$ cat src/rtl/vel_div_sched.sv
// vel_div_sched: shared radix-2 restoring divider with a two-channel
// round-robin scheduler (XY ratio and Z ratio).
//
// Ports:
//   clk, rst_n            clock, synchronous active-low reset
//   en                    clock enable; all registers hold when low
//   req_xy/did_xy/div_xy  XY request (4-phase level), dividend, divisor
//   req_z/did_z/div_z     Z request (4-phase level), dividend, narrow divisor
//   ack_xy, ack_z         result valid for the granted channel, held until req low
//   quo, rem, err         quotient, remainder, divide-by-zero flag of last op
//   busy                  high whenever the scheduler is not idle
//   gnt_z                 current owner: 0 = XY, 1 = Z
//
// State  | meaning
// -------+------------------------------------------------------------
// IDLE   | waiting for a request; arbitration happens here
// LOAD   | latch granted operands, detect divisor == 0
// DIV    | one quotient bit per cycle, DID_W cycles
// DONE   | raise ack of the granted channel, update round-robin pointer
// REL    | hold ack until the granted request drops
module vel_div_sched #(
  parameter int DID_W = 26,
  parameter int DIV_W = 11,
  parameter int DZ_W  = 9
) (
  input  logic             clk,
  input  logic             rst_n,
  input  logic             en,
  input  logic             req_xy,
  input  logic [DID_W-1:0] did_xy,
  input  logic [DIV_W-1:0] div_xy,
  input  logic             req_z,
  input  logic [DID_W-1:0] did_z,
  input  logic [DZ_W-1:0]  div_z,
  output logic             ack_xy,
  output logic             ack_z,
  output logic [DID_W-1:0] quo,
  output logic [DIV_W-1:0] rem,
  output logic             err,
  output logic             busy,
  output logic             gnt_z
);

  localparam int CNT_W = $clog2(DID_W);

  typedef enum logic [2:0] {S_IDLE, S_LOAD, S_DIV, S_DONE, S_REL} state_t;

  state_t             state, state_nxt;
  logic               last_z;
  logic [DID_W-1:0]   did_sr;
  logic [DIV_W-1:0]   dvs;
  logic [DIV_W:0]     prem;
  logic [CNT_W-1:0]   cnt;

  logic               grant_z;
  logic               req_gnt;
  logic [DID_W-1:0]   did_sel;
  logic [DIV_W-1:0]   div_sel;
  logic [DIV_W:0]     shifted;
  logic               q_bit;
  logic [DIV_W:0]     prem_nxt;
  logic [DID_W-1:0]   did_nxt;

  // On a tie the channel that was not served last wins.
  assign grant_z = req_z && (!req_xy || !last_z);
  assign req_gnt = gnt_z ? req_z : req_xy;
  assign did_sel = gnt_z ? did_z : did_xy;
  assign div_sel = gnt_z ? {{(DIV_W-DZ_W){1'b0}}, div_z} : div_xy;
  assign busy    = (state != S_IDLE);

  // One restoring step: the partial remainder carries one extra bit so the
  // shifted value (up to 2*divisor-1) never overflows before the compare.
  always_comb begin
    shifted  = {prem[DIV_W-1:0], did_sr[DID_W-1]};
    q_bit    = (shifted >= {1'b0, dvs});
    prem_nxt = q_bit ? (shifted - {1'b0, dvs}) : shifted;
    did_nxt  = {did_sr[DID_W-2:0], q_bit};
  end

  always_ff @(posedge clk) begin
    if (!rst_n) begin
      state <= S_IDLE;
    end else if (en) begin
      state <= state_nxt;
    end
  end

  always_comb begin
    state_nxt = state;
    case (state)
      S_IDLE: if (req_xy || req_z) state_nxt = S_LOAD;
      S_LOAD: state_nxt = (div_sel == '0) ? S_DONE : S_DIV;
      S_DIV:  if (cnt == '0) state_nxt = S_DONE;
      S_DONE: state_nxt = S_REL;
      S_REL:  if (!req_gnt) state_nxt = S_IDLE;
      default: state_nxt = S_IDLE;
    endcase
  end

  always_ff @(posedge clk) begin
    if (!rst_n) begin
      gnt_z  <= 1'b0;
      last_z <= 1'b1;
      did_sr <= '0;
      dvs    <= '0;
      prem   <= '0;
      cnt    <= '0;
      quo    <= '0;
      rem    <= '0;
      err    <= 1'b0;
      ack_xy <= 1'b0;
      ack_z  <= 1'b0;
    end else if (en) begin
      case (state)
        S_IDLE: begin
          if (req_xy || req_z) gnt_z <= grant_z;
        end
        S_LOAD: begin
          did_sr <= did_sel;
          dvs    <= div_sel;
          prem   <= '0;
          cnt    <= CNT_W'(DID_W - 1);
          if (div_sel == '0) begin
            quo <= '1;
            rem <= did_sel[DIV_W-1:0];
            err <= 1'b1;
          end else begin
            err <= 1'b0;
          end
        end
        S_DIV: begin
          did_sr <= did_nxt;
          prem   <= prem_nxt;
          cnt    <= cnt - 1'b1;
          if (cnt == '0) begin
            quo <= did_nxt;
            rem <= prem_nxt[DIV_W-1:0];
          end
        end
        S_DONE: begin
          ack_xy <= !gnt_z;
          ack_z  <= gnt_z;
          last_z <= gnt_z;
        end
        S_REL: begin
          if (!req_gnt) begin
            ack_xy <= 1'b0;
            ack_z  <= 1'b0;
          end
        end
        default: ;
      endcase
    end
  end

endmodule

$ cat config.mk
export PLATFORM = sky130hd
export DESIGN_NAME = vel_div_sched
export DESIGN_NICKNAME = d
export VERILOG_FILES = /design/src/rtl/vel_div_sched.sv
export SDC_FILE = /design/constraint.sdc
export NUM_CORES = 1
export LEC_CHECK = 0
export CELL_PAD_IN_SITES_DETAIL_PLACEMENT = 1
export CELL_PAD_IN_SITES_GLOBAL_PLACEMENT = 1
export CORE_UTILIZATION = 35
export CTS_CLUSTER_DIAMETER = 50
export DETAILED_ROUTE_END_ITERATION = 16
export GPL_ROUTABILITY_DRIVEN = 0
export GPL_TIMING_DRIVEN = 0
export PLACE_DENSITY = 0.73
export SYNTH_ARGS = -nofsm -noshare
export SYNTH_HDL_FRONTEND = slang
export SYNTH_SLANG_ARGS = --single-unit
$ cat constraint.sdc
create_clock -name clk -period 5.03 [get_ports clk]
set_input_delay 1.509 -clock clk [delete_from_list [all_inputs] [get_ports clk]]
set_output_delay 1.509 -clock clk [all_outputs]
set_load 0.02 [all_outputs]
==> results of run 1 <==
-- cell usage in the layout (no fill, tap or decap), drive strengths merged, types with 8 or more instances in the layout --
| master | n |
|---|---|
| or3 | 8 |
| nor3 | 12 |
| a21oi | 49 |
| nor2 | 102 |
| ha | 13 |
| a211oi | 58 |
| mux2i | 31 |
| clkbuf | 44 |
| clkdlybuf4s50 | 117 |
| o21ai | 21 |
| dfxtp | 98 |
| buf | 14 |
| nand3 | 24 |
| inv | 24 |
| nand2 | 31 |
-- path summary, 6_finish.rpt --
check,endpoint,start,depth (start not counted),slack (ns)
min,dvs[10]$_SDFFE_PN0P_,dvs[10]$_SDFFE_PN0P_,2,0.46
max,rem[10]$_SDFFE_PN0P_,en,9,1.30
max reg2reg,rem[7]$_SDFFE_PN0P_,did_sr[25]$_SDFFE_PN0P_,9,1.76
min reg2reg,dvs[10]$_SDFFE_PN0P_,dvs[10]$_SDFFE_PN0P_,2,0.46
-- per-stage QoR --
step / worst slack (ns) / utilization
after floorplan: 1.814 / -
after global placement: 0.9919 / 0.4558
after detailed placement: 0.9661 / 0.4558
after CTS: 1.335 / 0.4756
after global routing: 1.084 / 0.4756
final: 1.297 / 0.4756
-- cell type report --
class / instances / area [um^2] / area share
Buffer: 48 / 236.5 / 0.03421
Clock buffer: 10 / 239.0 / 0.03457
Clock inverter: 6 / 48.80 / 0.007059
Inverter: 22 / 82.58 / 0.01195
Multi-Input combinational cell: 459 / 2943 / 0.4257
Sequential cell: 98 / 1962 / 0.2838
Tap cell: 184 / 230.2 / 0.03330
Timing Repair Buffer: 117 / 1171 / 0.1694
-- power breakdown --
part	switching (W)	leakage, nW	total, W	internal (W)
sequential	0.0000225	0.794	0.000835	0.000812
clock	0.000333	0.137	0.000688	0.000355
combinational	0.000330	1.53	0.000559	0.000229
total	0.000686	2.46	0.00208	0.00140
-- flip-flops by register name (all words and copies together) (netlist names) --
name	count
dvs	11
cnt	5
state	3
err	1
last_z	1
gnt_z	1
prem	11
ack_xy	1
rem	11
ack_z	1
did_sr	26
quo	26
-- per-layer routing --
layer  vias to the layer above  wire length, um
li1                       2557                -
met1                      2583             8511
met2                       114             8542
met3                        26              638
met4                         0              329
met5                         -                0
-- worst max-delay path: cells and delay by family --
kind                   cells  cell delay (ns)
AND/OR/NAND/NOR            2             0.46
buffers and inverters      4             1.56
AO/OA/AOI/OAI              3             0.43
-- kinds of logic (layout without fill, tap and decap cells) --
group | count (synthesis) | in the layout | share of synthesized area
muxes | 35 | 35 | 0.06802
xor gates and xnor gates | 7 | 7 | 0.01174
adders and majority gates | 14 | 14 | 0.03497
and+or+nand+nor | 218 | 218 | 0.1962
DFF | 98 | 98 | 0.3756
buffers and inverters | 70 | 203 | 0.06108
AOI/OAI and AO/OA | 185 | 185 | 0.2525
==> flow_summary.ini, run 1 <==
[logic_synthesis]
netlist.area_leader.share = 0.3756
synthTopCellsByArea = dfxtp_1 38%, a211oi_1 8.2%, nor2_1 7.3%
ys_seq_area_frac = 0.3756
synth-async-reset-ratio = 0
synth_top_area_cell = dfxtp_1
synth_edf_count = 0
synthFlopType = dfxtp_1
synth-seq-cells = 98
yosys_warnings = 0
syn_avg_cell_area_um2 = 8.331
synthDistinctLibCells = 73
synth_most_common_cell = nor2_1
synth_area_um2 = 5224
syn_nets = 718
netlist_instances = 627
synth_commonest_cells = 102 x nor2_1, 98 x dfxtp_1, 57 x a211oi_1

[worst_setup_path]
critPathMaxStageDelay_ns = 0.51
worstPathRequired_ns = 5.26
critPathKind = input pin to register
start_kind = input pin
crit_path_end_kind = register
critPathArrivalTime_ns = 3.97
path_cells = clkdlybuf4s50_1, clkbuf_1, nand3b_1, buf_2, nor2_1, clkbuf_1, a21oi_1, a311oi_1, a21oi_1
cp_slowest_cell = clkbuf_1
crit_fanout = 10

[cells_and_area]
fin_area_um2 = 6913
diodes = 0
syn_to_final_growth_pct = 32.34
fin_nets = 846
drive_gt1_frac = 0.07237
fill_cells = 1752
final_cells = 944

[clocking]
cts_sinks = 98
cts-hold-fix-buffers = 0
htreeDepth = 3
tritoncts = built
cts.repair.resized = 0
path_clk_slew_ns = 0.07
root_buffer = clkbuf_16
clock_latency_ns = 0.36
post_cts_buffers = 0
clock_path_buffers = 2
cts_buffers = 9

[grt]
gr-usage-met3 = 0.03342
grt_util_met1 = 0.3249
antenna_found_initial = 0
grt_overflow = 0
grt-busiest-layer = met2
grt_pass1_vias = 5325
grt_use_total = 0.2423
grt_pass1_wl_um = 28260
grt_max_degree = 18
gr-usage-met2 = 0.3995

[floorplanning]
fp.dieH_um = 124.2
coreArea_um2 = 14530
dieArea_um2 = 15420
row_count = 44
num_io_pins = 119
die_width_um = 124.2
initial_core_util = 0.3594

[sta]
fin_crit_ns = 3.733
setup_violations = 0
maxSlewHeadroom = 0.2891
hold_violations = 0
finalClockSkew_ns = 0.007972
tns_ns = 0
period_share = 0.7421
tightest_slew_ns = 1.053
finalMaxSlewViolations = 0
holdWs_ns = 0.4598
rsz0062_at_grt = no
fmax_mhz = 267.9

[status]
status = complete, no violations

[drt]
wl_per_cell_um = 19.09
antenna_left = 0
avgViaCountPerCell = 5.593
route.detailed.drc = 0
vias = 5280
first_pass_iters = 5
routed_wl_um = 18020
drt_iter0_drc = 334

[min_path]
worstHoldPathType = register to register

[place]
dp_hpwl_um = 14050
io_buffer_count = 117
dp_cells = 928
dpl_cell_area_um2 = 6625

[power]
p_leak_nw = 2.458
power_density_nw_per_um2 = 301.2
peakVddDrop_mv = 0.1650
power_w = 0.002082

[job]
maxCapViolCount = 0
Power figures use the tool's default switching activity.
==> run 2, diff against run 1 <==
- clock period: 5.03 -> 3.7 ns (I/O delays scaled with it)
==> results of run 2 <==
The final DEF is identical to that of run 1. Status: complete, no violations.
Among the figures that moved: setup slack after placement 0.9661 ns -> 0.03506 ns; setup slack after layout 1.297 ns -> 0.3664 ns; register-to-register setup slack 1.76 ns -> 0.43 ns; total power 0.002082 W -> 0.002830 W; worst IR drop on VDD 0.1650 mV -> 0.2243 mV
==> run 3, diff against run 2 <==
- ABC_AREA: not set -> 1
- CAP_MARGIN: not set -> 40
- PLACE_DENSITY: 0.73 -> 0.77
==> flow_summary.ini, run 3 <==
[worst_setup_path]
cp_num_cells = 8
r2r_cells = 15
crit_path_end_kind = register
timing.reg2reg.setup_slack_ns = 1.30
critPathMaxStageDelay_ns = 0.62
critPathArrivalTime_ns = 3.15
worstPathRequired_ns = 3.94
crit_fanout = 10
path_buf_inv = 4
crit_top_cell = nor2_1
path_cells = clkdlybuf4s50_1, inv_1, nor2_1, buf_2, buf_2, nand4_1, nor2_1, nor2_1
critPathKind = input pin to register
start_kind = input pin
cp_slowest_cell = clkdlybuf4s50_1
path_delay_family = buffers and inverters

[power]
clkPwrFrac = 0.290
switchingPower_w = 0.001112
peakVddDrop_mv = 0.2700
p_leak_nw = 3.328
p_sw_frac = 0.3633
power_w = 0.003060
power_density_nw_per_um2 = 419.8
p_int_w = 0.001948
p_seq_frac = 0.385
p_comb_frac = 0.325

[drt]
avgViaCountPerCell = 4.888
vias = 6046
routed_wl_um = 18560
wl_per_cell_um = 15.00
antenna_left = 0
first_pass_iters = 4
route.detailed.drc = 0
drt_iter0_drc = 276

[status]
status = complete, no violations

[cells_and_area]
final_cell_mix = 272 x nand2_1, 143 x inv_1, 117 x clkdlybuf4s50_1
fill_cells = 2080
final_common_cell = nand2_1
diodes = 0
largestRegisters = did_sr: 26 flops, quo: 26 flops
fin_area_um2 = 7289
drive_gt1_frac = 0.03899
fin_nets = 1112
syn_to_final_growth_pct = 30.57

[floorplanning]
num_io_pins = 119
die_width_um = 128.3
dieArea_um2 = 16460
row_count = 45
initial_core_util = 0.3632
fp.dieH_um = 128.3
coreArea_um2 = 15370

[job]
maxCapViolCount = 0

[sta]
hold_violations = 0
period_share = 0.7854
finalMaxSlewViolations = 0
setup_violations = 0
maxSlewHeadroom = 0.5927
tns_ns = 0
holdWs_ns = 0.4452
tightest_slew_ns = 0.6109
finalClockSkew_ns = 0.01034
fmax_mhz = 344.1
fin_crit_ns = 2.906
rsz0062_at_grt = no

[place]
io_buffer_count = 117
dp_hpwl_um = 14740
dpl_cell_area_um2 = 7018

[clocking]
tritoncts = built
post_cts_buffers = 0
cts_buffers = 9
path_clk_slew_ns = 0.07
clock_latency_ns = 0.35
htreeDepth = 3
cts.repair.resized = 0
clock_path_buffers = 2
root_buffer = clkbuf_16
cts_sinks = 98
cts-hold-fix-buffers = 0

[logic_synthesis]
synthTopCellsByArea = dfxtp_1 35%, nand2_1 18%, inv_1 9.6%
netlist_instances = 893
synth_area_um2 = 5583
netlist.area_leader.share = 0.3514
synth_top_area_cell = dfxtp_1
synthDistinctLibCells = 32
syn_nets = 984
synth-seq-cells = 98
ys_seq_area_frac = 0.3514
syn_avg_cell_area_um2 = 6.252
synth-async-reset-ratio = 0
synth_edf_count = 0
yosys_warnings = 0
synth_commonest_cells = 272 x nand2_1, 143 x inv_1, 98 x dfxtp_1
synth_most_common_cell = nand2_1
synthFlopType = dfxtp_1

[min_path]
hold_depth = 2
worstHoldPathType = register to register

[grt]
grt_use_total = 0.2373
grt_max_degree = 17
antenna_found_initial = 0
grt_pass1_wl_um = 30530
grt_overflow = 0
grt_pass1_vias = 6031
run 3: path summary, 6_finish.rpt:
kind | from | end
setup reg to reg | did_sr[25]$_SDFFE_PN0P_ | rem[3]$_SDFFE_PN0P_
hold reg to reg | quo[3]$_SDFFE_PN0P_ | quo[3]$_SDFFE_PN0P_
hold / removal | quo[3]$_SDFFE_PN0P_ | quo[3]$_SDFFE_PN0P_
setup / recovery | en | rem[5]$_SDFFE_PN0P_
run 3: cell families (layout without fill, tap and decap cells):
family / Yosys count / count (layout) / synth area share
compound gates: 144 / 144 / 0.1401
xor+xnor: 2 / 2 / 0.003138
fa+ha+maj: 14 / 14 / 0.03272
buf+inv: 192 / 325 / 0.1356
flops: 98 / 98 / 0.3514
simple gates: 443 / 443 / 0.3371
run 3: worst register-to-register path, delay by kind of cell (launching register included):
kind / cells / cell delay [ns]
simple gates: 11 / 1.14
fa+ha+maj: 2 / 0.61
flops: 1 / 0.34
buf+inv: 2 / 0.23
run 3: per-stage QoR:
| step | utilization | setup slack, ns | std cells |
|---|---|---|---|
| final | 0.4742 | 0.7939 | 1237 |
| after global routing | 0.4742 | 0.7183 | 1237 |
| after CTS | 0.4742 | 0.7856 | 1237 |
| after detailed placement | 0.4566 | 0.4710 | 1221 |
| after global placement | 0.4566 | 0.4857 | 1221 |
| after floorplan | - | 1.489 | 893 |
run 3: metal layers:
metal	part of all wire	wire, um	global-route usage	vias to the layer above
met4	0.014	257	0.06090	0
li1	-	-	-	3085
met5	0	0	0	-
met2	0.47	8670	0.4048	95
met3	0.029	538	0.03631	15
met1	0.49	9091	0.3110	2851
run 3: power by group through the flow:
stage          Combinational, W  Sequential (W)  Clock [W]
3_5_place_dp           0.000992         0.00120          0
3_3_place_gp           0.000969         0.00120          0
5_1_grt                 0.00112         0.00119   0.000939
2_1_floorplan          0.000628         0.00121          0
6_report               0.000994         0.00118   0.000887
4_1_cts                0.000998         0.00118   0.000906
run 3: cell type report:
type                    count  area, um^2  share of cell area
repair buffers            117        1171              0.1607
clock buffers              11       232.7             0.03193
clock inverters             5       38.79            0.005321
well taps                 211       264.0             0.03622
plain buffers              48       216.5             0.02969
flip-flops and latches     98        1962              0.2691
inverters                 144       540.5             0.07415
multi-input cells         603        2864              0.3929
